[src/rtl/alu_engine_param_pkg.sv]
// Shared opcode and FSM state definitions for the parametrised per-core ALU.
package alu_engine_param_pkg;

  localparam int OPW = 4;

  // SF*/RB* keep their legacy encodings so old decode emits them, but they are now illegal.
  typedef enum logic [OPW-1:0] {
    OP_ADD         = 4'h0,
    OP_AND         = 4'h1,
    OP_MUL         = 4'h2,
    OP_SHIFT_LEFT  = 4'h3,
    OP_SHIFT_RIGHT = 4'h4,
    OP_SF0         = 4'h5,
    OP_SF1         = 4'h6,
    OP_RB0         = 4'h7,
    OP_RB1         = 4'h8,
    OP_SUB         = 4'h9,
    OP_OR          = 4'hA,
    OP_XOR         = 4'hB,
    OP_MAC         = 4'hC,
    OP_ACC_CLR     = 4'hD
  } opcode_e;

  typedef enum logic [1:0] {
    IDLE,
    EXEC,
    MUL_ITER,
    DONE
  } alu_state_e;

  function automatic logic is_multicycle(opcode_e op);
    return (op == OP_MUL) || (op == OP_MAC);
  endfunction

endpackage

[src/rtl/mul_shift_add.sv]
// Iterative shift-add multiplier: one partial product per cycle, multiplier LSB first.
module mul_shift_add
  import alu_engine_param_pkg::*;
#(
  parameter int WIDTH = 8
) (
  input  logic               clk,
  input  logic               rst,
  input  logic               start,
  input  logic [WIDTH-1:0]   a,
  input  logic [WIDTH-1:0]   b,
  input  logic               clear,
  output logic [2*WIDTH-1:0] product,
  output logic               done
);

  localparam int CW = $clog2(WIDTH);
  localparam logic [CW-1:0] LastIter = CW'(WIDTH - 1);

  logic [2*WIDTH-1:0] mcand_q;
  logic [2*WIDTH-1:0] prod_q;
  logic [WIDTH-1:0]   mplier_q;
  logic [CW-1:0]      count_q;
  logic               running_q;
  logic               done_q;

  // done pulses for one cycle right after the WIDTH-th iteration has landed in prod_q.
  always_ff @(posedge clk or negedge rst) begin
    if (!rst) begin
      mcand_q   <= '0;
      prod_q    <= '0;
      mplier_q  <= '0;
      count_q   <= '0;
      running_q <= 1'b0;
      done_q    <= 1'b0;
    end else if (clear) begin
      running_q <= 1'b0;
      done_q    <= 1'b0;
    end else if (start) begin
      mcand_q   <= {{WIDTH{1'b0}}, a};
      mplier_q  <= b;
      prod_q    <= '0;
      count_q   <= '0;
      running_q <= 1'b1;
      done_q    <= 1'b0;
    end else begin
      done_q <= 1'b0;
      if (running_q) begin
        if (mplier_q[0]) begin
          prod_q <= prod_q + mcand_q;
        end
        mcand_q  <= mcand_q << 1;
        mplier_q <= mplier_q >> 1;
        count_q  <= count_q + CW'(1);
        if (count_q == LastIter) begin
          running_q <= 1'b0;
          done_q    <= 1'b1;
        end
      end
    end
  end

  assign product = prod_q;
  assign done    = done_q;

endmodule

[src/rtl/alu_engine_param.sv]
// WIDTH-generic core ALU: edge-triggered start/end handshake, shift-add MUL/MAC,
// illegal-opcode flagging and synchronous flush.
module alu_engine_param
  import alu_engine_param_pkg::*;
#(
  parameter int WIDTH = 8
) (
  input  logic               clk,
  input  logic               rst,
  input  logic [WIDTH-1:0]   A,
  input  logic [WIDTH-1:0]   B,
  input  logic [OPW-1:0]     op_sel,
  input  logic               start_op,
  input  logic               flush,
  output logic [2*WIDTH-1:0] result,
  output logic               end_op,
  output logic               err,
  output logic               busy
);

  localparam int SHW = $clog2(WIDTH);
  localparam logic [WIDTH-1:0] WidthLim = WIDTH'(WIDTH);

  alu_state_e         state_q, state_d;
  opcode_e            opCode_q, opIn;
  logic [WIDTH-1:0]   opA_q, opB_q;
  logic [2*WIDTH-1:0] acc_q, acc_d, result_q, result_d;
  logic               err_q, err_d;
  logic               startPrev_q;
  logic               accept, mulStart, mulClear, mulDone;
  logic [2*WIDTH-1:0] product, macSum, execResult, shlWide;
  logic [WIDTH:0]     addSum;
  logic [WIDTH-1:0]   subDiff;
  logic               bigShift, execErr;

  assign opIn     = opcode_e'(op_sel);
  assign accept   = (state_q == IDLE) && start_op && !startPrev_q;
  assign mulStart = accept && is_multicycle(opIn);
  assign mulClear = flush && (state_q == MUL_ITER);

  mul_shift_add #(.WIDTH(WIDTH)) uMul (
    .clk     (clk),
    .rst     (rst),
    .start   (mulStart),
    .a       (A),
    .b       (B),
    .clear   (mulClear),
    .product (product),
    .done    (mulDone)
  );

  assign addSum   = {1'b0, opA_q} + {1'b0, opB_q};
  assign subDiff  = opA_q - opB_q;
  assign bigShift = (opB_q >= WidthLim);
  assign shlWide  = {{WIDTH{1'b0}}, opA_q} << opB_q[SHW-1:0];
  assign macSum   = acc_q + product;

  always_comb begin
    execResult = '0;
    execErr    = 1'b0;
    case (opCode_q)
      OP_ADD:         execResult = {{(WIDTH-1){1'b0}}, addSum};
      OP_SUB:         execResult = {{(WIDTH-1){1'b0}}, (opA_q < opB_q), subDiff};
      OP_AND:         execResult = {{WIDTH{1'b0}}, opA_q & opB_q};
      OP_OR:          execResult = {{WIDTH{1'b0}}, opA_q | opB_q};
      OP_XOR:         execResult = {{WIDTH{1'b0}}, opA_q ^ opB_q};
      OP_SHIFT_LEFT:  execResult = bigShift ? '0 : shlWide;
      OP_SHIFT_RIGHT: execResult = bigShift ? '0 : {{WIDTH{1'b0}}, opA_q >> opB_q[SHW-1:0]};
      OP_ACC_CLR,
      OP_MUL,
      OP_MAC:         execResult = '0;
      default:        execErr    = 1'b1;
    endcase
  end

  // Results and the accumulator commit only on the edge that enters DONE; a flush blocks it.
  always_comb begin
    result_d = result_q;
    err_d    = err_q;
    acc_d    = acc_q;
    if ((state_q == EXEC) && !flush) begin
      result_d = execResult;
      err_d    = execErr;
      if (opCode_q == OP_ACC_CLR) begin
        acc_d = '0;
      end
    end else if ((state_q == MUL_ITER) && !flush && mulDone) begin
      err_d = 1'b0;
      if (opCode_q == OP_MAC) begin
        acc_d    = macSum;
        result_d = macSum;
      end else begin
        result_d = product;
      end
    end
  end

  always_comb begin
    state_d = state_q;
    case (state_q)
      IDLE: begin
        if (accept) begin
          state_d = is_multicycle(opIn) ? MUL_ITER : EXEC;
        end
      end
      EXEC:     state_d = flush ? IDLE : DONE;
      MUL_ITER: begin
        if (flush) begin
          state_d = IDLE;
        end else if (mulDone) begin
          state_d = DONE;
        end
      end
      DONE:     state_d = IDLE;
      default:  state_d = IDLE;
    endcase
  end

  always_ff @(posedge clk or negedge rst) begin
    if (!rst) begin
      state_q     <= IDLE;
      startPrev_q <= 1'b0;
      result_q    <= '0;
      err_q       <= 1'b0;
      acc_q       <= '0;
    end else begin
      state_q     <= state_d;
      startPrev_q <= start_op;
      result_q    <= result_d;
      err_q       <= err_d;
      acc_q       <= acc_d;
    end
  end

  always_ff @(posedge clk or negedge rst) begin
    if (!rst) begin
      opCode_q <= OP_ADD;
      opA_q    <= '0;
      opB_q    <= '0;
    end else if (accept) begin
      opCode_q <= opIn;
      opA_q    <= A;
      opB_q    <= B;
    end
  end

  assign result = result_q;
  assign err    = err_q;
  assign end_op = (state_q == DONE);
  assign busy   = (state_q != IDLE);

endmodule

[config.mk]
export PLATFORM = sky130hd
export DESIGN_NAME = alu_engine_param
export DESIGN_NICKNAME = d
export VERILOG_FILES = /design/src/rtl/alu_engine_param_pkg.sv /design/src/rtl/mul_shift_add.sv /design/src/rtl/alu_engine_param.sv
export SDC_FILE = /design/constraint.sdc
export NUM_CORES = 1
export LEC_CHECK = 0
export ABC_AREA = 1
export CAP_MARGIN = 10
export CORE_MARGIN = 2
export CORE_UTILIZATION = 50
export CTS_CLUSTER_DIAMETER = 120
export DETAILED_ROUTE_END_ITERATION = 8
export PLACE_DENSITY = 0.69
export SYNTH_ARGS = -nofsm -noshare
export SYNTH_HDL_FRONTEND = slang
export SYNTH_SLANG_ARGS = --single-unit
[constraint.sdc]
create_clock -name clk -period 3.3 [get_ports clk]
set_clock_uncertainty 0.05 [all_clocks]
set_input_delay 0.33 -clock clk [delete_from_list [all_inputs] [get_ports clk]]
set_output_delay 0.33 -clock clk [all_outputs]
set_load 0.005 [all_outputs]
==> summary.txt, run 1 <==
Outcome
  – Status: finished with violations
  – Violated checks: hold timing

GRT
  – Initial antenna violation count: 0
  – Grt peak-use layer: met2
  – Global route overflow: 0
  – Met1 Use GR: around two fifths
  – Largest net degree at the start of global routing: 57
  – Vias in the first global route: 6743
  – All-Layer GR Usage: between 20 and 30%
  – Global-route wire length before repair: approximately 35000 um
  – Met2 Track Usage GR: about two fifths
  – GR Layer Usage met3: under 10%

STA
  – Worst hold slack: -0.0112 ns
  – Final Cycle Share: around 79%
  – Final hold vios: 24
  – Min setup slack post-route: between 0.6 and 0.7 ns
  – Slew HR: roughly half
  – Final setup viols: 0
  – Crit path time final: ~2.6 ns
  – Pins Over Slew Limit: 0
  – Worst Tran Pin Value: approximately 0.74 ns
  – RSZ-0062 raised after global routing: false
  – F_max: approximately 0.38 GHz
  – Setup tns final: 0 ns

Synthesis
  – Synth async-reset ratio: 100%
  – Unique masters post-synth: 46
  – Synthesized cell area: 7640 um^2
  – Yosys warnings: 0
  – Register area share after synthesis: approximately a third
  – Mapped Cells: roughly 1100
  – Mean Syn Cell Area: between 7 and 8 um^2
  – Mapped Nets: ~1200
  – Top_reg_cell synth: dfrtp_1
  – Number of synthesized flops with an enable pin: 0
  – Synth Register Bits: around 100

Power and ir drop
  – Max VDD drop: 455 uV
  – Power per cell area: 950 nW/um^2
  – LEAKAGE: between 4 and 5 nW
  – Overall Power: 8.08 mW

Setup path
  – Worst setup path startpoint: opB_q[2]
  – CP max FO: 18
  – Slowest stage cell, crit path: dfrtp_1
  – CP required: ~3.5 ns
  – Nature of the critical path endpoint: register
  – Critical path buffer and inverter count: 1
  – Worst setup SP type: register
  – Crit path max-delay family: simple AND/OR/NAND/NOR gates
  – Critical Path AT: around 2.8 ns
  – CP cell instances: inv_1 -> ha_1 -> nand2_1 -> nor2_1 -> nand2_1 -> nand3_1 -> nand2_1 -> nand3_1 -> nand4_1 -> a21oi_1 -> nor2_1
  – CP Class: reg -> reg
  – Critical Path Max Stage Delay: 0.61 ns
  – Worst reg2reg path startpoint: opB_q[2]
  – Most used cell, CP: nand2_1

Cells and area
  – Final #Nets: about 1200
  – Layout cells sized above 1: 4.40%
  – Diodes inserted: 0
  – Non-filler cells, final: 1302
  – Fillers: approximately 1500
  – Reg area: around 2500 um^2
  – Area grow syn2layout: 11.3%
  – Multi-input gate area: approximately 4500 um^2

Routing
  – DRC viols: 0
  – TritonRoute pass-1 iters: 5
  – Routed Antenna Nets: 0
  – Vias per std cell: 5.59
  – Drt wl/cell: about 16 um
  – WL final: approximately 21000 um
  – Via count: 7279
  – Initial DRC count: between 500 and 600

Clocking
  – H-tree Lvls: 3
  – Post-CTS Setup Bufs: 0
  – Maximum root-to-sink buffer count: 2
  – Clk_lat worst skew: around 0.36 ns
  – TritonCTS clock tree: done
  – Clock transition at path regs: roughly 0.070 ns
  – Clock Sink Count: approximately 100
  – Root Buffer: clkbuf_16
  – Hold_buf cts: 0
  – PostCTS Resize Cnt: 0
  – Num CTS Buffers: 9

Die
  – I/O Pins: 43
  – Die ar.: around 16000 um^2
  – Core Rows: 45
  – Die outline height: around 130 um
  – Die X: between 100 and 150 um
  – Starting Density: around half
  – Core area: about 15000 um^2

Placed design
  – Pre-CTS WS: about 0.75 ns
  – DP HPWL: ~17000 um
  – RD Place Congestion: 0.964
  – Placed Cells: 1287
  – I/O Buffers: between 40 and 50

Job
  – Max cap viols: 0

Worst hold path
  – HP Class: in -> async
[sequential cells by signal, indices dropped and copies added, names as in the netlist, 3 cells and up]
register       cells
opCode_q           4
uMul.count_q       3
opA_q              8
uMul.mcand_q      16
uMul.mplier_q      8
uMul.product      16
result            16
acc_q             16
opB_q              8
[worst paths after layout]
check / to / slack (ns) / depth (start not counted)
hold / removal: acc_q[12] / -0.01 / 1
max in group asynchronous: opB_q[3] / 2.51 / 2
hold reg to reg: acc_q[14] / 0.44 / 2
setup reg to reg: result[6] / 0.69 / 11
min in group clk: startPrev_q / 0.40 / 1
setup / recovery: result[6] / 0.69 / 11
[routing by layer]
metal	part of all wire, %	up-vias
met3	5.9	37
li1	-	3658
met4	2.4	0
met1	49	3353
met2	43	231
met5	0	-
[cells by family (layout without fill, tap and decap cells)]
logic type | Yosys count | after routing | share of synthesized area [%]
xor gates and xnor gates | 11 | 11 | 1.26
and+or+nand+nor | 535 | 535 | 30.0
adders and majority gates | 67 | 67 | 11.4
buffers and inverters | 147 | 183 | 8.01
AOI/OAI and AO/OA | 217 | 217 | 16.3
DFF | 101 | 101 | 33.1
[stage by stage]
step	instance area, um^2	hold WS (ns)	util [%]
6_report	8500	-0.0112	56.3
5_1_grt	8500	0.0617	56.3
4_1_cts	8500	0.0175	56.3
3_5_place_dp	8190	0.401	54.3
3_3_place_gp	8190	0.395	54.3
2_1_floorplan	7640	-0.0156	-
[report_power, final]
group / switching (mW) / internal (mW)
logic: 3.02 / 1.67
registers: 0.534 / 1.70
clock network: 0.492 / 0.666
[synth_stat cells (all sizes together), types with 3 or more instances]
library cell | n | area (um^2)
nand2 | 300 | 1140
inv | 118 | 443
nand3 | 108 | 551
dfrtp | 101 | 2530
nor2 | 97 | 410
o21ai | 80 | 427
a21oi | 76 | 380
ha | 63 | 788
buf | 20 | 134
o22ai | 20 | 125
nand4 | 12 | 75.1
a31oi | 9 | 56.3
clkbuf | 8 | 31.3
o21bai | 8 | 60.1
nor3 | 7 | 35.0
xor2 | 7 | 61.3
o211ai | 6 | 45.0
nand3b | 5 | 37.5
a32o | 4 | 40.0
fa | 4 | 80.1
xnor2 | 4 | 35.0
a21o | 3 | 22.5
and2 | 3 | 18.8
[cell type report]
type / instances / area share [%]
Clock buffer: 10 / 2.69
Multi-Input combinational cell: 830 / 52.9
Sequential cell: 101 / 29.7
Inverter: 119 / 5.25
Timing Repair Buffer: 49 / 5.68
Clock inverter: 5 / 0.971
Tap cell: 188 / 2.77
[cell usage in the layout (no fill, tap or decap), drive strengths merged, types with 3 or more instances in the layout]
| master | Yosys | final |
|---|---|---|
| a21o | 3 | 3 |
| a21oi | 76 | 76 |
| a31oi | 9 | 9 |
| a32o | 4 | 4 |
| and2 | 3 | 3 |
| buf | 20 | 8 |
| clkbuf | 8 | 10 |
| clkdlybuf4s50 | 0 | 41 |
| dfrtp | 101 | 101 |
| fa | 4 | 4 |
| ha | 63 | 63 |
| inv | 118 | 120 |
| nand2 | 300 | 300 |
| nand3 | 108 | 108 |
| nand3b | 5 | 5 |
| nand4 | 12 | 12 |
| nor2 | 97 | 97 |
| nor3 | 7 | 7 |
| o211ai | 6 | 6 |
| o21ai | 80 | 80 |
| o21bai | 8 | 8 |
| o22ai | 20 | 20 |
| xnor2 | 4 | 4 |
| xor2 | 7 | 7 |
[worst reg2reg max path: stages (launching register included)]
cell and delay [ns]:
dfrtp_1 0.61, inv_1 0.38, ha_1 0.59, nand2_1 0.13, nor2_1 0.12, nand2_1 0.08, nand3_1 0.09, nand2_1 0.06
nand3_1 0.08, nand4_1 0.10, a21oi_1 0.17, nor2_1 0.06
Note: power is estimated with default switching activity, not from simulation.
==> inputs of run 2 (changes only) <==
- clock period: 3.3 -> 2.7 ns (I/O delays scaled with it)
==> summary.txt, run 2 (synthesized netlist as in run 1, its figures left out) <==
Outcome
  – Status: completed

Routing
  – TritonRoute pass-1 iters: 5
  – Drt wl/cell: between 15 and 20 um
  – Via count: between 7000 and 8000
  – DRC viols: 0
  – WL final: 21700 um
  – Vias per std cell: about 5.7
  – Routed Antenna Nets: 0
  – Initial DRC count: about 690

Die
  – Core Rows: 45
  – Starting Density: around half
  – Die ar.: roughly 16000 um^2
  – Die X: about 130 um
  – Core area: ~15000 um^2
  – Die outline height: between 100 and 150 um
  – I/O Pins: 43

STA
  – Final Cycle Share: between 80 and 90%
  – F_max: ~0.43 GHz
  – Slew HR: a little over three fifths
  – Worst hold slack: between 0.3 and 0.4 ns
  – Pins Over Slew Limit: 0
  – Crit path time final: roughly 2.3 ns
  – Final setup viols: 0
  – Setup tns final: 0 ns
  – RSZ-0062 raised after global routing: false
  – Worst Tran Pin Value: roughly 0.56 ns
  – Final hold vios: 0

Power and ir drop
  – Power per cell area: ~1200 nW/um^2
  – LEAKAGE: approximately 4.3 nW
  – Max VDD drop: between 500 and 600 uV

Setup path
  – Worst setup path startpoint: uMul.product[0]
  – Worst reg2reg path startpoint: uMul.product[0]
  – CP required: approximately 2.9 ns
  – CP max FO: 4
  – Worst setup SP type: register
  – Nature of the critical path endpoint: register
  – Critical Path AT: between 2 and 3 ns
  – CP Class: reg -> reg

Cells and area
  – Area grow syn2layout: 12.2%
  – Most frequent cells in the layout: nand2_1, inv_1, nand3_1
  – Commonest non-fill, non-tap cell in the layout: nand2_1
  – Final #Nets: between 1000 and 1500
  – Layout cells sized above 1: 4.99%
  – Diodes inserted: 0

Placed design
  – DP HPWL: between 15000 and 20000 um
  – I/O Buffers: between 40 and 50
  – RD Place Congestion: between 0.9 and 1

Worst hold path
  – HP Class: in -> async

Clocking
  – Hold_buf cts: 1
  – Clk_lat worst skew: around 0.36 ns
  – Num CTS Buffers: 9
  – Root Buffer: clkbuf_16
  – PostCTS Resize Cnt: 0
  – Clock Sink Count: 101
  – H-tree Lvls: 3
  – Clock transition at path regs: about 0.070 ns
  – TritonCTS clock tree: done
  – Maximum root-to-sink buffer count: 2
  – Post-CTS Setup Bufs: 0

GRT
  – Vias in the first global route: 6959
  – Global route overflow: 0
  – Initial antenna violation count: 0
  – All-Layer GR Usage: between 20% and 30%
  – Global-route wire length before repair: ~36000 um
  – Largest net degree at the start of global routing: between 50 and 60

Job
  – Max cap viols: 0
## run 2: cell count changes in the layout (fill, tap and decap cells not counted), sizes merged
cell / previous run / this run
buf: 8 / 15
clkbuf: 10 / 11
clkinv: 2 / 3
dlygate4sd3: 0 / 1
inv: 120 / 119
## run 2: path summary, 6_finish.rpt
path	depth (start not counted)	slack, ns	endpoint
worst max-delay path	11	0.36	result[14]
worst min register to register	2	0.42	uMul.mplier_q[7]
min in group clk	1	0.36	startPrev_q
worst min-delay path	2	0.33	acc_q[12]
worst max register to register	11	0.36	result[14]
max in group asynchronous	3	1.61	uMul.product[7]
## run 2: power breakdown
group	internal, mW	switching, mW	leakage, nW
logic	2.09	3.76	2.86
clock network	0.818	0.605	0.154
registers	2.08	0.607	1.28
total	5.00	4.97	4.29
## run 2: area by class of cell
| class | count | area, um^2 |
|---|---|---|
| Clock buffer | 11 | 233 |
| Sequential cell | 101 | 2530 |
| Multi-Input combinational cell | 830 | 4500 |
| Inverter | 119 | 447 |
| Timing Repair Buffer | 57 | 546 |
| Fill cell | 1533 | 6520 |
| Clock inverter | 5 | 82.6 |
| Tap cell | 188 | 235 |
## run 2: metrics by stage
| stage | total power [mW] | instances | setup WS [ns] | util [%] | instance area [um^2] |
|---|---|---|---|---|---|
| after floorplan | 6.71 | 1078 | 0.616 | - | 7640 |
| after global placement | 8.40 | 1294 | 0.296 | 54.6 | 8240 |
| after detailed placement | 8.45 | 1294 | 0.245 | 54.6 | 8240 |
| after CTS | 9.91 | 1311 | 0.377 | 56.8 | 8570 |
| after global routing | 10.9 | 1311 | 0.176 | 56.8 | 8570 |
| final | 9.97 | 1311 | 0.359 | 56.8 | 8570 |
## run 2: critical path, cell delays in order (launching register included)
cell and delay, ns:
dfrtp_1 0.42, ha_1 0.22, fa_1 0.39, nand2_1 0.10, nand3_1 0.08, o21ai_1 0.21, o21ai_0 0.25, nand2_1 0.15
nand3_1 0.08, nand2_1 0.12, nand2_1 0.08, a21oi_1 0.12
## run 2: metal layers
layer	wire length (um)	global-route usage, %	vias up
met5	0	0	-
met2	9400	42.2	255
met1	10400	40.8	3447
li1	-	-	3668
met3	1420	4.90	41
met4	476	9.05	0
==> variant 1: new RTL, flow settings as in run 2 <==
Reset style: synchronous (`rst`), changed in 3 clocked blocks.
--- a/src/rtl/mul_shift_add.sv
+++ b/src/rtl/mul_shift_add.sv
@@ -27,3 +27,3 @@
   // done pulses for one cycle right after the WIDTH-th iteration has landed in prod_q.
-  always_ff @(posedge clk or negedge rst) begin
+  always_ff @(posedge clk) begin
     if (!rst) begin
--- a/src/rtl/alu_engine_param.sv
+++ b/src/rtl/alu_engine_param.sv
@@ -118,3 +118,3 @@
 
-  always_ff @(posedge clk or negedge rst) begin
+  always_ff @(posedge clk) begin
     if (!rst) begin
@@ -134,3 +134,3 @@
 
-  always_ff @(posedge clk or negedge rst) begin
+  always_ff @(posedge clk) begin
     if (!rst) begin
Function: differs if rst is asserted again (counterexample within 4 cycles, from zero or initial values and one cycle with rst low); with rst held inactive, the same outputs for 10 cycles.
==> variant 1 against run 2 <==
Sequential cell count unchanged. Global-route usage decreased by 0.48 points. Routed wire length increased by 0.79%. Non-clock buffer count unchanged. Count of clock-buffer cells in the layout unchanged. Final area decreased by 2.7%. Worst setup slack got worse by 78 ps. Area after synthesis decreased by 2.2%. Critical path type unchanged. Highest routed layer unchanged.
Power is not compared: it rests on default switching activity, and its combinational part moved more than twofold at a synthesized area within 25%.
==> variant 1: results (changes against run 2) <==
| Metric | Value |
|---|---|
| Vias in the first global route | 7045 (was 6959) |
| Met3 wire len | 1290 um (was 1420 um) |
| CP Data Arrival Time | 2610 ps (was 2580 ps) |
| Drt first pass iters | 6 (was 5) |
| Flop-to-flop setup slack | 280 ps (was 360 ps) |
| Starting Density | 0.512 (was 0.506) |
| Deepest level of the CTS H-tree | 3 (unchanged) |
| Iteration-0 DRC Markers | 558 (was 687) |
| Routed WL per cell | 15.9 um (was 16.5 um) |
| Clock buf/inv share | 0.0372 (was 0.0368) |
| Layout Nets | 1272 (was 1209) |
| Synth unique cells | 48 (was 46) |
| DP HPWL | 17100 um (was 16800 um) |
| Largest cells by area after synthesis | dfxtp_1 27%, nand2_1 16%, ha_1 11% (was dfrtp_1 33%, nand2_1 15%, ha_1 10%) |
| Non-clk buf share | 0.0639 (was 0.0637) |
| Seq Cell Count | 101 (unchanged) |
| Fraction of area in multi-input gates | 0.576 (was 0.525) |
| Net Count, Synth | 1245 (was 1169) |
| Post-synth top cells | 326 x nand2_1, 127 x a21oi_1, 106 x nand3_1 (was 298 x nand2_1, 110 x inv_1, 106 x nand3_1) |
| Worst-margin pin slew | 781 ps (was 561 ps) |
| GR Util met2 | 0.431 (was 0.422) |
| Status | complete, no violations (unchanged) |
| First-pass GRT wire length | 35400 um (was 35700 um) |
| Layout cells sized above 1 | 0.0531 (was 0.0499) |
| Asr flop ratio synth | 0 (was 1.00) |
| RR Endpoint | result[4]$_SDFFE_PN0P_ (was result[14]$_DFFE_PN0P_) |
| Fill cell count | 1456 (was 1533) |
| Met1 usage | 0.393 (was 0.408) |
| Inverters, non-clock | 116 (was 119) |
| Max stage delay on crit path | 590 ps (was 420 ps) |
| Comb_multi_in | 896 (was 830) |
| Min-Delay Path Class | in2reg (was in2async) |
| Largest net degree at the start of global routing | 50 (was 52) |
| Comb pwr share | 0.395 |
| Slowest-stage cell, CP | dfxtp_1 (was dfrtp_1) |
| Number of vias per cell | 5.62 (was 5.65) |
| Met2 wire len | 9530 um (was 9400 um) |
| GR met3 Demand/Resource | 0.0429 (was 0.0490) |
| CP Max Fanout | 13 (was 4) |
| Post-synthesis sequential area ratio | 0.271 (was 0.331) |
| ANT cells | 0 (unchanged) |
| Reg2reg path depth | 12 (was 11) |
| CP startpoint | opB_q[0]$_SDFFE_PN0P_ (was uMul.product[0]$_DFFE_PN0P_) |
| RePlAce Congestion | 0.954 (was 0.989) |
==> variant 1: cell types whose count changed after synthesis, sizes merged, moves of 6 or more <==
cell	delta
nand3b	+6
nor2	-10
a21oi	+51
clkbuf	+14
o22ai	-12
dfrtp	-101
nand2	+29
dfxtp	+101
==> variant 1: kinds of logic (layout without fill, tap and decap cells) <==
| kind of cell | after synthesis | after routing | synth area share |
|---|---|---|---|
| and+or+nand+nor | 564 | 564 | 0.329 |
| AOI/OAI and AO/OA | 258 | 258 | 0.190 |
| buffers and inverters | 157 | 189 | 0.0861 |
| DFF | 101 | 101 | 0.271 |
| adders and majority gates | 67 | 67 | 0.116 |
| xor gates and xnor gates | 7 | 7 | 0.00821 |
==> variant 1: per-stage QoR <==
step	setup slack [ps]	std cells	util	hold WS [ps]	area (um^2)
global placement	373	1354	0.550	404	8030
floorplan	714	1154	-	313	7470
CTS	327	1370	0.572	403	8340
global route	72.6	1370	0.572	438	8340
detailed placement	343	1354	0.550	402	8030
finish	280	1370	0.572	409	8340
==> variant 2: new RTL, settings of run 2 <==
Made on the original files. Register the output `result` once more, cleared by the reset; this adds one clock of latency there. The other outputs are not delayed to match.
--- a/src/rtl/alu_engine_param.sv
+++ b/src/rtl/alu_engine_param.sv
@@ -146,3 +146,9 @@
 
-  assign result = result_q;
+  always_ff @(posedge clk or negedge rst) begin
+    if (!rst) begin
+      result <= '0;
+    end else begin
+      result <= result_q;
+    end
+  end
   assign err    = err_q;
Behaviour: not the same (a bounded check fails within 4 cycles, from zero or initial values and one cycle with rst low).
==> variant 2 against run 2 <==
Die area grew 5.3%. Power rose by 11%. Via count rose by 4.8%. Area after synthesis increased by 5.5%. Final area up 9.5%. Fmax shrank 4.6%. First-iteration DRC count is 7.0% lower. Sequential share of layout area increased by 1.7 points. Routed wire length is 8.6% higher. Worst setup slack got worse by 110 ps. Sequential cell count increased by 16. Critical path type unchanged.
==> variant 2: results (changes against run 2) <==
| Metric | Value |
|---|---|
| Comb pwr | 5.87 mW (was 5.86 mW) |
| Hold WS | 255 ps (was 329 ps) |
| CP endpoint | result_q[4]$_DFFE_PN0P_ (was result[14]$_DFFE_PN0P_) |
| First-pass GRT wire length | 37800 um (was 35700 um) |
| Comb_multi_in | 852 (was 830) |
| Net Count, Synth | 1209 (was 1169) |
| Number of vias per cell | 5.53 (was 5.65) |
| CTS buffer count | 17 (was 9) |
| Fill cell count | 1485 (was 1533) |
| Syn Area/Cell | 7.20 um^2 (was 7.08 um^2) |
| CP Max Fanout | 16 (was 4) |
| Layout cells sized above 1 | 0.0614 (was 0.0499) |
| Layout Nets | 1268 (was 1209) |
| Post-synth top cells | 318 x nand2_1, 119 x inv_1, 117 x dfrtp_1 (was 298 x nand2_1, 110 x inv_1, 106 x nand3_1) |
| Post-synthesis sequential area ratio | 0.364 (was 0.331) |
| FF-to-FF Start | opB_q[0]$_DFFE_PN0P_ (was uMul.product[0]$_DFFE_PN0P_) |
| Inverters, non-clock | 126 (was 119) |
| Comb pwr share | 0.529 (was 0.587) |
| Gr usage total | 0.290 (was 0.280) |
| Reg2reg path depth | 14 (was 11) |
| Cell Area, Placed | 0.00880 mm^2 (was 0.00824 mm^2) |
| Vias in the first global route | 7301 (was 6959) |
| Non-clk buf share | 0.0630 (was 0.0637) |
| Status | complete, no violations (unchanged) |
| CP Data Arrival Time | 2720 ps (was 2580 ps) |
| DP HPWL | 18600 um (was 16800 um) |
| Clock buf/inv share | 0.0606 (was 0.0368) |
| Deepest level of the CTS H-tree | 4 (was 3) |
| Final wirelength | 23500 um (was 21700 um) |
| IR Drop Worst-Case VDD | 0.651 mV (was 0.539 mV) |
| Routed WL per cell | 16.7 um (was 16.5 um) |
| Int Pwr | 5.85 mW (was 5.00 mW) |
| Worst-margin pin slew | 531 ps (was 561 ps) |
| Static Leak | 4.72 nW (was 4.29 nW) |
| Synth unique cells | 43 (was 46) |
| DP Worst Slack | 335 ps (was 245 ps) |
| Largest cells by area after synthesis | dfrtp_1 36%, nand2_1 15%, ha_1 9.8% (was dfrtp_1 33%, nand2_1 15%, ha_1 10%) |
| Iteration-0 DRC Markers | 639 (was 687) |
| Fraction of area in registers | 0.312 (was 0.295) |
| Placed cell count | 1373 (was 1294) |
| Clock latency on the worst-skew pair | 430 ps (was 360 ps) |
| Fraction of area in multi-input gates | 0.485 (was 0.525) |
| #FFs+latches synth | 117 (was 101) |
| Final-layout clock buffer total | 20 (was 11) |
| Largest net degree at the start of global routing | 50 (was 52) |
| RePlAce Congestion | 1.00 (was 0.989) |
[variant 2: cell count changes in the layout (fill, tap and decap cells not counted), moves of 6 or more]
cell,change
nand2_1,+20
dfrtp_1,+16
nand3_1,-15
o22ai_1,-11
o21ai_0,+10
inv_1,+9
a31oi_1,+8
clkbuf_16,+8
nor2_1,+7
buf_4,+6
[variant 2: layer usage]
metal / track usage / up-vias / wire [um] / share of wire
li1: - / 3832 / - / -
met4: 0.123 / 0 / 822 / 0.035
met1: 0.410 / 3600 / 10800 / 0.46
met5: 0 / - / 0 / 0
met3: 0.0590 / 43 / 1550 / 0.066
met2: 0.434 / 292 / 10400 / 0.44
[variant 2: cells by family (layout without fill, tap and decap cells)]
group | after synthesis | after routing | synth area share
xor gates and xnor gates | 10 | 10 | 0.0109
adders and majority gates | 67 | 67 | 0.108
and+or+nand+nor | 549 | 549 | 0.287
AOI/OAI and AO/OA | 226 | 226 | 0.159
buffers and inverters | 149 | 220 | 0.0719
DFF | 117 | 117 | 0.364
